[src/rtl/p256_pkg.sv]
// Shared constants and types for the word-serial P-256 modular multiplier.
package p256_pkg;

  localparam int WORD_W      = 32;
  localparam int P256_NWORDS = 8;
  localparam logic [255:0] P256_P =
    256'hffffffff00000001000000000000000000000000ffffffffffffffffffffffff;

  typedef enum logic [2:0] {
    IDLE   = 3'd0,
    LOAD   = 3'd1,
    RED_IN = 3'd2,
    MUL    = 3'd3,
    STORE  = 3'd4,
    DONE   = 3'd5
  } state_t;

  typedef enum logic {
    SQUARE   = 1'b0,
    MULTIPLY = 1'b1
  } mode_t;

endpackage

[src/rtl/p256_mod_mul_if.sv]
// Operand/result RAM and handshake bundle between the sequencer and p256_mod_mul.
interface p256_mod_mul_if #(
  parameter int AW = 3
) ();

  logic          ena;
  logic          mode;
  logic [31:0]   a_din;
  logic [31:0]   b_din;
  logic [AW-1:0] a_addr;
  logic [AW-1:0] b_addr;
  logic [AW-1:0] d_addr;
  logic          d_wren;
  logic [31:0]   d_dout;
  logic          rdy;

  modport master (
    output ena, mode, a_din, b_din,
    input  a_addr, b_addr, d_addr, d_wren, d_dout, rdy
  );

  modport slave (
    input  ena, mode, a_din, b_din,
    output a_addr, b_addr, d_addr, d_wren, d_dout, rdy
  );

endinterface

[src/rtl/p256_mod_mul_step.sv]
// One MSB-first interleaved iteration: R' = (2R + bit*A) mod P, given R, A < P.
module p256_mod_mul_step #(
  parameter int W = 256
) (
  input  logic [W-1:0] r_i,
  input  logic [W-1:0] a_i,
  input  logic         bit_i,
  input  logic [W-1:0] mod_i,
  output logic [W-1:0] r_o
);

  logic [W+1:0] t;
  logic         ge_p;
  logic         ge_2p;
  logic [W-1:0] sub;

  // T < 3P, so at most two subtractions; the result fits in W bits and the
  // low W bits of the difference are exact.
  always_comb begin
    t     = {1'b0, r_i, 1'b0} + {2'b00, a_i & {W{bit_i}}};
    ge_2p = t >= {1'b0, mod_i, 1'b0};
    ge_p  = t >= {2'b00, mod_i};
    sub   = ge_2p ? {mod_i[W-2:0], 1'b0} : (ge_p ? mod_i : '0);
    r_o   = t[W-1:0] - sub;
  end

endmodule

[src/rtl/p256_mod_mul.sv]
// Word-serial A*B / A^2 mod MODULUS with RAM-fed operands and word-wise write-back.
// Define P256_MOD_MUL_INPUT_REDUCE_EN to pre-reduce inputs below 2*MODULUS.
module p256_mod_mul
  import p256_pkg::*;
#(
  parameter int                        NWORDS  = P256_NWORDS,
  parameter logic [WORD_W*NWORDS-1:0]  MODULUS = P256_P
) (
  input  logic          clk,
  input  logic          rst,
  p256_mod_mul_if.slave bus
);

  localparam int W  = WORD_W * NWORDS;
  localparam int AW = $clog2(NWORDS);
  localparam int CW = $clog2(W + 1);

  localparam logic [2:0] ST_IDLE   = IDLE;
  localparam logic [2:0] ST_LOAD   = LOAD;
`ifdef P256_MOD_MUL_INPUT_REDUCE_EN
  localparam logic [2:0] ST_RED_IN = RED_IN;
`endif
  localparam logic [2:0] ST_MUL    = MUL;
  localparam logic [2:0] ST_STORE  = STORE;
  localparam logic [2:0] ST_DONE   = DONE;

  logic [2:0]    state_q, state_d;
  logic [CW-1:0] cnt_q,   cnt_d;
  mode_t         mode_q,  mode_d;
  logic [W-1:0]  a_q,     a_d;
  logic [W-1:0]  b_q,     b_d;
  logic [W-1:0]  r_q,     r_d;
  logic [W-1:0]  r_step;

  p256_mod_mul_step #(.W(W)) u_step (
    .r_i   (r_q),
    .a_i   (a_q),
    .bit_i (b_q[W-1]),
    .mod_i (MODULUS),
    .r_o   (r_step)
  );

  always_comb begin
    // NOTE: every next-state signal starts at its held value so no path infers a latch.
    state_d = state_q;
    cnt_d   = cnt_q;
    mode_d  = mode_q;
    a_d     = a_q;
    b_d     = b_q;
    r_d     = r_q;
    unique case (state_q)
      ST_IDLE: begin
        if (bus.ena) begin
          mode_d  = mode_t'(bus.mode);
          cnt_d   = '0;
          r_d     = '0;
          state_d = ST_LOAD;
        end
      end
      ST_LOAD: begin
        // RAM data lags the address by one cycle; words shift in from the top so
        // word 0 ends up least significant.
        if (cnt_q != '0) begin
          a_d = {bus.a_din, a_q[W-1:WORD_W]};
          b_d = {(mode_q == MULTIPLY) ? bus.b_din : bus.a_din, b_q[W-1:WORD_W]};
        end
        if (cnt_q == CW'(NWORDS)) begin
          cnt_d = '0;
`ifdef P256_MOD_MUL_INPUT_REDUCE_EN
          state_d = ST_RED_IN;
`else
          state_d = ST_MUL;
`endif
        end else begin
          cnt_d = cnt_q + 1'b1;
        end
      end
`ifdef P256_MOD_MUL_INPUT_REDUCE_EN
      ST_RED_IN: begin
        if (cnt_q == '0) begin
          if (a_q >= MODULUS) a_d = a_q - MODULUS;
          cnt_d = CW'(1);
        end else begin
          if (mode_q == SQUARE)     b_d = a_q;
          else if (b_q >= MODULUS)  b_d = b_q - MODULUS;
          cnt_d   = '0;
          state_d = ST_MUL;
        end
      end
`endif
      ST_MUL: begin
        r_d = r_step;
        b_d = {b_q[W-2:0], 1'b0};
        if (cnt_q == CW'(W - 1)) begin
          cnt_d   = '0;
          state_d = ST_STORE;
        end else begin
          cnt_d = cnt_q + 1'b1;
        end
      end
      ST_STORE: begin
        r_d = {{WORD_W{1'b0}}, r_q[W-1:WORD_W]};
        if (cnt_q == CW'(NWORDS - 1)) begin
          cnt_d   = '0;
          state_d = ST_DONE;
        end else begin
          cnt_d = cnt_q + 1'b1;
        end
      end
      ST_DONE: state_d = ST_IDLE;
      default: state_d = ST_IDLE;
    endcase
  end

  // NOTE: operand/result registers are reset too, so an aborted operation leaves no residue.
  always_ff @(posedge clk or posedge rst) begin
    if (rst) begin
      state_q <= ST_IDLE;
      cnt_q   <= '0;
      mode_q  <= SQUARE;
      a_q     <= '0;
      b_q     <= '0;
      r_q     <= '0;
    end else begin
      // NOTE: non-blocking assignments keep every flop sampling pre-edge values.
      state_q <= state_d;
      cnt_q   <= cnt_d;
      mode_q  <= mode_d;
      a_q     <= a_d;
      b_q     <= b_d;
      r_q     <= r_d;
    end
  end

  // Outputs decode only flops, so reset clears them in the same cycle.
  assign bus.a_addr = (state_q == ST_LOAD && cnt_q < CW'(NWORDS)) ? cnt_q[AW-1:0] : '0;
  assign bus.b_addr = (state_q == ST_LOAD && mode_q == MULTIPLY && cnt_q < CW'(NWORDS))
                      ? cnt_q[AW-1:0] : '0;
  assign bus.d_wren = (state_q == ST_STORE);
  assign bus.d_addr = (state_q == ST_STORE) ? cnt_q[AW-1:0] : '0;
  assign bus.d_dout = (state_q == ST_STORE) ? r_q[WORD_W-1:0] : '0;
  assign bus.rdy    = (state_q == ST_DONE);

endmodule

[src/flat_wrapper.sv]
// flat-port wrapper written by rule: the top's interface ports become plain ports
module p256_mod_mul_flat import p256_pkg::*;
#(
  parameter int                        NWORDS  = P256_NWORDS,
  parameter logic [WORD_W*NWORDS-1:0]  MODULUS = P256_P
)
  (clk, rst, bus_ena, bus_mode, bus_a_din, bus_b_din, bus_a_addr, bus_b_addr, bus_d_addr, bus_d_wren, bus_d_dout, bus_rdy);
  p256_mod_mul_if #(.AW((3))) bus_i ();
  input  logic clk;
  input  logic rst;
  input wire logic [$bits(bus_i.ena)-1:0] bus_ena;
  input wire logic [$bits(bus_i.mode)-1:0] bus_mode;
  input wire logic [$bits(bus_i.a_din)-1:0] bus_a_din;
  input wire logic [$bits(bus_i.b_din)-1:0] bus_b_din;
  output wire logic [$bits(bus_i.a_addr)-1:0] bus_a_addr;
  output wire logic [$bits(bus_i.b_addr)-1:0] bus_b_addr;
  output wire logic [$bits(bus_i.d_addr)-1:0] bus_d_addr;
  output wire logic [$bits(bus_i.d_wren)-1:0] bus_d_wren;
  output wire logic [$bits(bus_i.d_dout)-1:0] bus_d_dout;
  output wire logic [$bits(bus_i.rdy)-1:0] bus_rdy;
  assign bus_i.ena = bus_ena;
  assign bus_i.mode = bus_mode;
  assign bus_i.a_din = bus_a_din;
  assign bus_i.b_din = bus_b_din;
  assign bus_a_addr = bus_i.a_addr;
  assign bus_b_addr = bus_i.b_addr;
  assign bus_d_addr = bus_i.d_addr;
  assign bus_d_wren = bus_i.d_wren;
  assign bus_d_dout = bus_i.d_dout;
  assign bus_rdy = bus_i.rdy;
  p256_mod_mul #(.NWORDS(NWORDS), .MODULUS(MODULUS)) u_core (.clk(clk), .rst(rst), .bus(bus_i));
endmodule
[config.mk]
export PLATFORM = sky130hd
export DESIGN_NAME = p256_mod_mul_flat
export DESIGN_NICKNAME = d
export VERILOG_FILES = /design/src/rtl/p256_pkg.sv /design/src/rtl/p256_mod_mul_if.sv /design/src/rtl/p256_mod_mul_step.sv /design/src/rtl/p256_mod_mul.sv /design/src/flat_wrapper.sv
export SDC_FILE = /design/constraint.sdc
export NUM_CORES = 2
export LEC_CHECK = 0
export CAP_MARGIN = 20
export CORE_MARGIN = 1.5
export CORE_UTILIZATION = 56
export DETAILED_ROUTE_END_ITERATION = 8
export HOLD_SLACK_MARGIN = 0.08
export PLACE_DENSITY = 0.84
export SYNTH_ARGS = -nofsm -noshare
export SYNTH_HDL_FRONTEND = slang
export SYNTH_SLANG_ARGS = --single-unit
[constraint.sdc]
create_clock -name clk -period 36.1 [get_ports clk]
set_clock_uncertainty 0.05 [all_clocks]
set_input_delay 7.22 -clock clk [delete_from_list [all_inputs] [get_ports clk]]
set_output_delay 7.22 -clock clk [all_outputs]
set_load 0.01 [all_outputs]
==> results of run 1 <==
## synthesized netlist by cell type (all sizes together) (251+ instances only)
library cell and instances:
clkbuf 429, ha 387, o21ai 921, and2 322
a21oi 786, xnor2 251, nand4 313, dfrtp 781
nand2 1044, nor2 793, mux2 264, mux2i 264
## through the flow
step,instances,setup slack [ns],cell area (um2),util
2_1_floorplan,9168,6.90,71800,-
3_3_place_gp,10500,18.54,73800,0.580
3_5_place_dp,10500,18.50,73900,0.580
4_1_cts,10700,18.36,77100,0.605
## logic make-up after synthesis
| logic type | after synthesis | share of synthesized area |
|---|---|---|
| mux | 528 | 0.0782 |
| xor+xnor | 437 | 0.0535 |
| flops | 781 | 0.272 |
| simple gates | 3476 | 0.239 |
| compound gates | 2874 | 0.251 |
| fa+ha+maj | 395 | 0.0688 |
| buf+inv | 677 | 0.0369 |
## metal layers
metal	GRT usage	GRT overflow
met1	0.769	12
met2	0.908	809
met3	0.502	31
met4	0.653	476
met5	0.146	3
==> metrics.yaml, run 1 <==
postCtsSetupBuffers: 0
yosys_most_used_dff: "dfrtp_1"
synth_top_area_frac: 0.272
cts_hold_buf: 0
ys_warn_count: 0
cts_sinks: 781
ys_seq_area_frac: 0.272
die_h_um: 361
gp_congestion: 1.31
clock_path_buffers: 3
io_buffers: 110
synth_seq_cells: 781
floorplan.rows: 131
gr-usage-all-layers: 0.718
dpl.hpwl_mm: 323
synth_async_sr_flop_share: 1.00
root_buffer: "clkbuf_16"
cts_made_buffers: 89
lastStage: "5_1_grt"
synth_nets: 9625
error: "[ERROR GRT-0116] Global routing finished with congestion. Check the congestion regions in the DRC Viewer."
status: "stopped before the end"
synth.top_cells.by_area: "dfrtp_1 27%, ha_1 6.7%, o21ai_0 5.8%"
ys_types: 121
die_w_um: 361
post_cts_resized: 0
synth_area_leader_cell: "dfrtp_1"
netlist_area_um2: 71800
start_util: 0.564
grt_pass1_wl_mm: 705
io_pins: 111
grt_max_degree: 190
synth_edf_count: 0
grt_overflow: 1331
avgSynthCellArea_um2: 7.84
synthCells: 9168
grt_pass1_vias: 87400
h-tree-depth: 3
==> run 2, diff against run 1 <==
CORE_UTILIZATION = 40   (was 56)
HOLD_SLACK_MARGIN = default   (was 0.08)
PLACE_DENSITY = default   (was 0.84)
PLACE_DENSITY_LB_ADDON = 0.15   (was default)
==> run 2 against run 1 <==
Net effect: synthesized area did not move; the flow now finishes, with violations (design-rule violations); synthesized cell count did not move.
==> metrics.yaml, run 2 <==
end_kind: "flip-flop"
critical_path.max_fanout: 174
reg2reg_to: "u_core.r_q[249]$_DFFE_PP0P_"
status: "finished with violations"
report.final.slew_viol_count: 0
root_buffer: "clkbuf_16"
drc: 13
max-slew-margin-rel: 0.104
synth_top_area_frac: 0.272  # unchanged
io_pins: 111  # unchanged
netlist_area_um2: 71800  # unchanged
slowest_delay_ns: 1.00
detail-route-antenna-nets: 0
gp_congestion: 1.24  # -5.0%
drt_iter0_markers: 12300
cts_made_buffers: 94  # +5.6%
grt_overflow: 0
violations: "design-rule violations"
path_buf_inv: 5
synth_most_common_cell: "nand2_1"
required_ns: 36.70
layout_common_cells: "1044 x nand2_1, 823 x o21ai_0, 790 x nor2_1"
io_buffers: 110  # unchanged
crit_slowest_cell: "dfrtp_4"
ys_top_cells_by_count: "1044 x nand2_1, 826 x o21ai_0, 792 x nor2_1"
reg2reg_from: "u_core.b_q[255]$_DFFE_PP0P_"
fmax_mhz: 53.4
crit_type: "flip-flop to flip-flop"
max_slew.worst_pin.slew_ns: 1.34
first_pass_iters: 9
avgSynthCellArea_um2: 7.84  # unchanged
vias: 82200
reg_top3: "u_core.a_q: 256 flops, u_core.b_q: 256 flops, u_core.r_q: 256 flops"
postCtsSetupBuffers: 0  # unchanged
grt_max_degree: 252
reg2regPathDepth: 46
synth_nets: 9625  # unchanged
synth_async_sr_flop_share: 1.00  # unchanged
cts_tree: "built"
mostFrequentLayoutCell: "nand2_1"
clock_path_buffers: 3  # unchanged
synth_seq_cells: 781  # unchanged
synth_edf_count: 0  # unchanged
ys_types: 121  # unchanged
floorplan.rows: 155  # +18%
die_w_um: 427  # +18%
cts_sinks: 781  # unchanged
rrSetupSlack_ns: 17.39
syn_to_final_growth_pct: 9.95
ys_seq_area_frac: 0.272  # unchanged
h-tree-depth: 3  # unchanged
final-setup-viol-count: 0
maxCapViolations: 0
start_util: 0.403  # -0.161
synthCells: 9168  # unchanged
fp.coreArea_um2: 178000
cts.clk_slew.worst_paths_ns: 0.07
grt_pass1_wl_mm: 639
hold_viol_final: 0
cts_hold_buf: 0  # unchanged
postLayoutCoreUtil: 0.443
post_cts_resized: 0  # unchanged
synth.top_cells.by_area: "dfrtp_1 27%, ha_1 6.7%, o21ai_0 5.8%"
grt_pass1_vias: 76200
dpl.cell_count: 11300  # +7.2%
die_h_um: 427  # +18%
fin_crit_sh: 0.518
min-delay-path-class: "flip-flop to flip-flop"
rsz0062_at_grt: "false"
die_area_um2: 182000
synth_area_leader_cell: "dfrtp_1"
cp_top_family: "compound AO/OA/AOI/OAI gates"
arrival_ns: 19.31
fin_setup_tns_ns: 0
avgViaCountPerCell: 7.13
yosys_most_used_dff: "dfrtp_1"
holdPathStages: 2
drive_gt1_frac: 0.0855
final_nets: 9495
wirelength_mm: 470
ys_warn_count: 0  # unchanged
instances_no_fill: 11500
dpl.hpwl_mm: 384  # +19%
clock_latency_ns: 0.80
gr-usage-all-layers: 0.504
start_kind: "flip-flop"
antenna_found_initial: 54
min-delay-start: "u_core.b_q[21]$_DFFE_PP0P_"
min_to: "u_core.b_q[22]$_DFFE_PP0P_"
timing.final.crit_period_ns: 18.71
post_drt_wl_per_cell_um: 40.7
-- run 2: layer usage --
metal  GRT usage  part of all wire  vias up
met1       0.559              0.35    39900
met4       0.516              0.13       11
li1            -                 -    33900
met5      0.0209           0.00079        -
met3       0.181              0.11     2242
met2       0.725              0.41     6112
-- run 2: tightest hold or removal path: stages, from the launching register on --
cell and delay [ns]:
dfrtp_1 0.34, nand2_1 0.05, o21ai_0 0.06
-- run 2: worst max path at each step --
stage                                      from  cells past startpoint                           to  slack, ns
finish              u_core.b_q[255]$_DFFE_PP0P_                     46  u_core.r_q[249]$_DFFE_PP0P_      17.39
global route        u_core.b_q[255]$_DFFE_PP0P_                     47  u_core.r_q[241]$_DFFE_PP0P_      17.30
CTS                 u_core.b_q[255]$_DFFE_PP0P_                     45  u_core.r_q[249]$_DFFE_PP0P_      18.82
detailed placement  u_core.b_q[255]$_DFFE_PP0P_                     45  u_core.r_q[249]$_DFFE_PP0P_      18.91
global placement    u_core.b_q[255]$_DFFE_PP0P_                     46  u_core.r_q[164]$_DFFE_PP0P_      18.30
floorplan                                   rst                      1    u_core.a_q[0]$_DFFE_PP0P_       6.90
-- run 2: kinds of logic (layout without fill, tap and decap cells) --
| logic type | Yosys count | after routing | synth area share |
|---|---|---|---|
| xor gates and xnor gates | 437 | 437 | 0.0535 |
| other | 0 | 55 | 0 |
| and+or+nand+nor | 3476 | 3476 | 0.239 |
| adders and majority gates | 395 | 395 | 0.0688 |
| buffers and inverters | 677 | 624 | 0.0369 |
| AOI/OAI and AO/OA | 2874 | 2874 | 0.251 |
| muxes | 528 | 528 | 0.0782 |
| DFF | 781 | 781 | 0.272 |
-- run 2: metrics by stage --
| stage | hold slack (ns) | cell area, um2 | setup WS, ns |
|---|---|---|---|
| after floorplan | 0.399 | 71800 | 6.90 |
| after global placement | 0.411 | 75300 | 18.30 |
| after detailed placement | 0.417 | 75400 | 18.91 |
| after CTS | 0.437 | 78700 | 18.82 |
| after global routing | 0.459 | 78900 | 17.30 |
| final | 0.432 | 79000 | 17.39 |
-- run 2: final cells by class --
cell class	count	area, um2
Fill cell	18100	99400
Multi-Input combinational cell	7710	49900
Sequential cell	781	19500
Tap cell	2355	2950
Clock buffer	130	2640
Timing Repair Buffer	298	2630
Clock inverter	43	608
Inverter	153	589
Antenna cell	55	138
Power of run 2 is not shown: default switching activity piles up to over one toggle a cycle in this logic, so the estimate is an artifact.
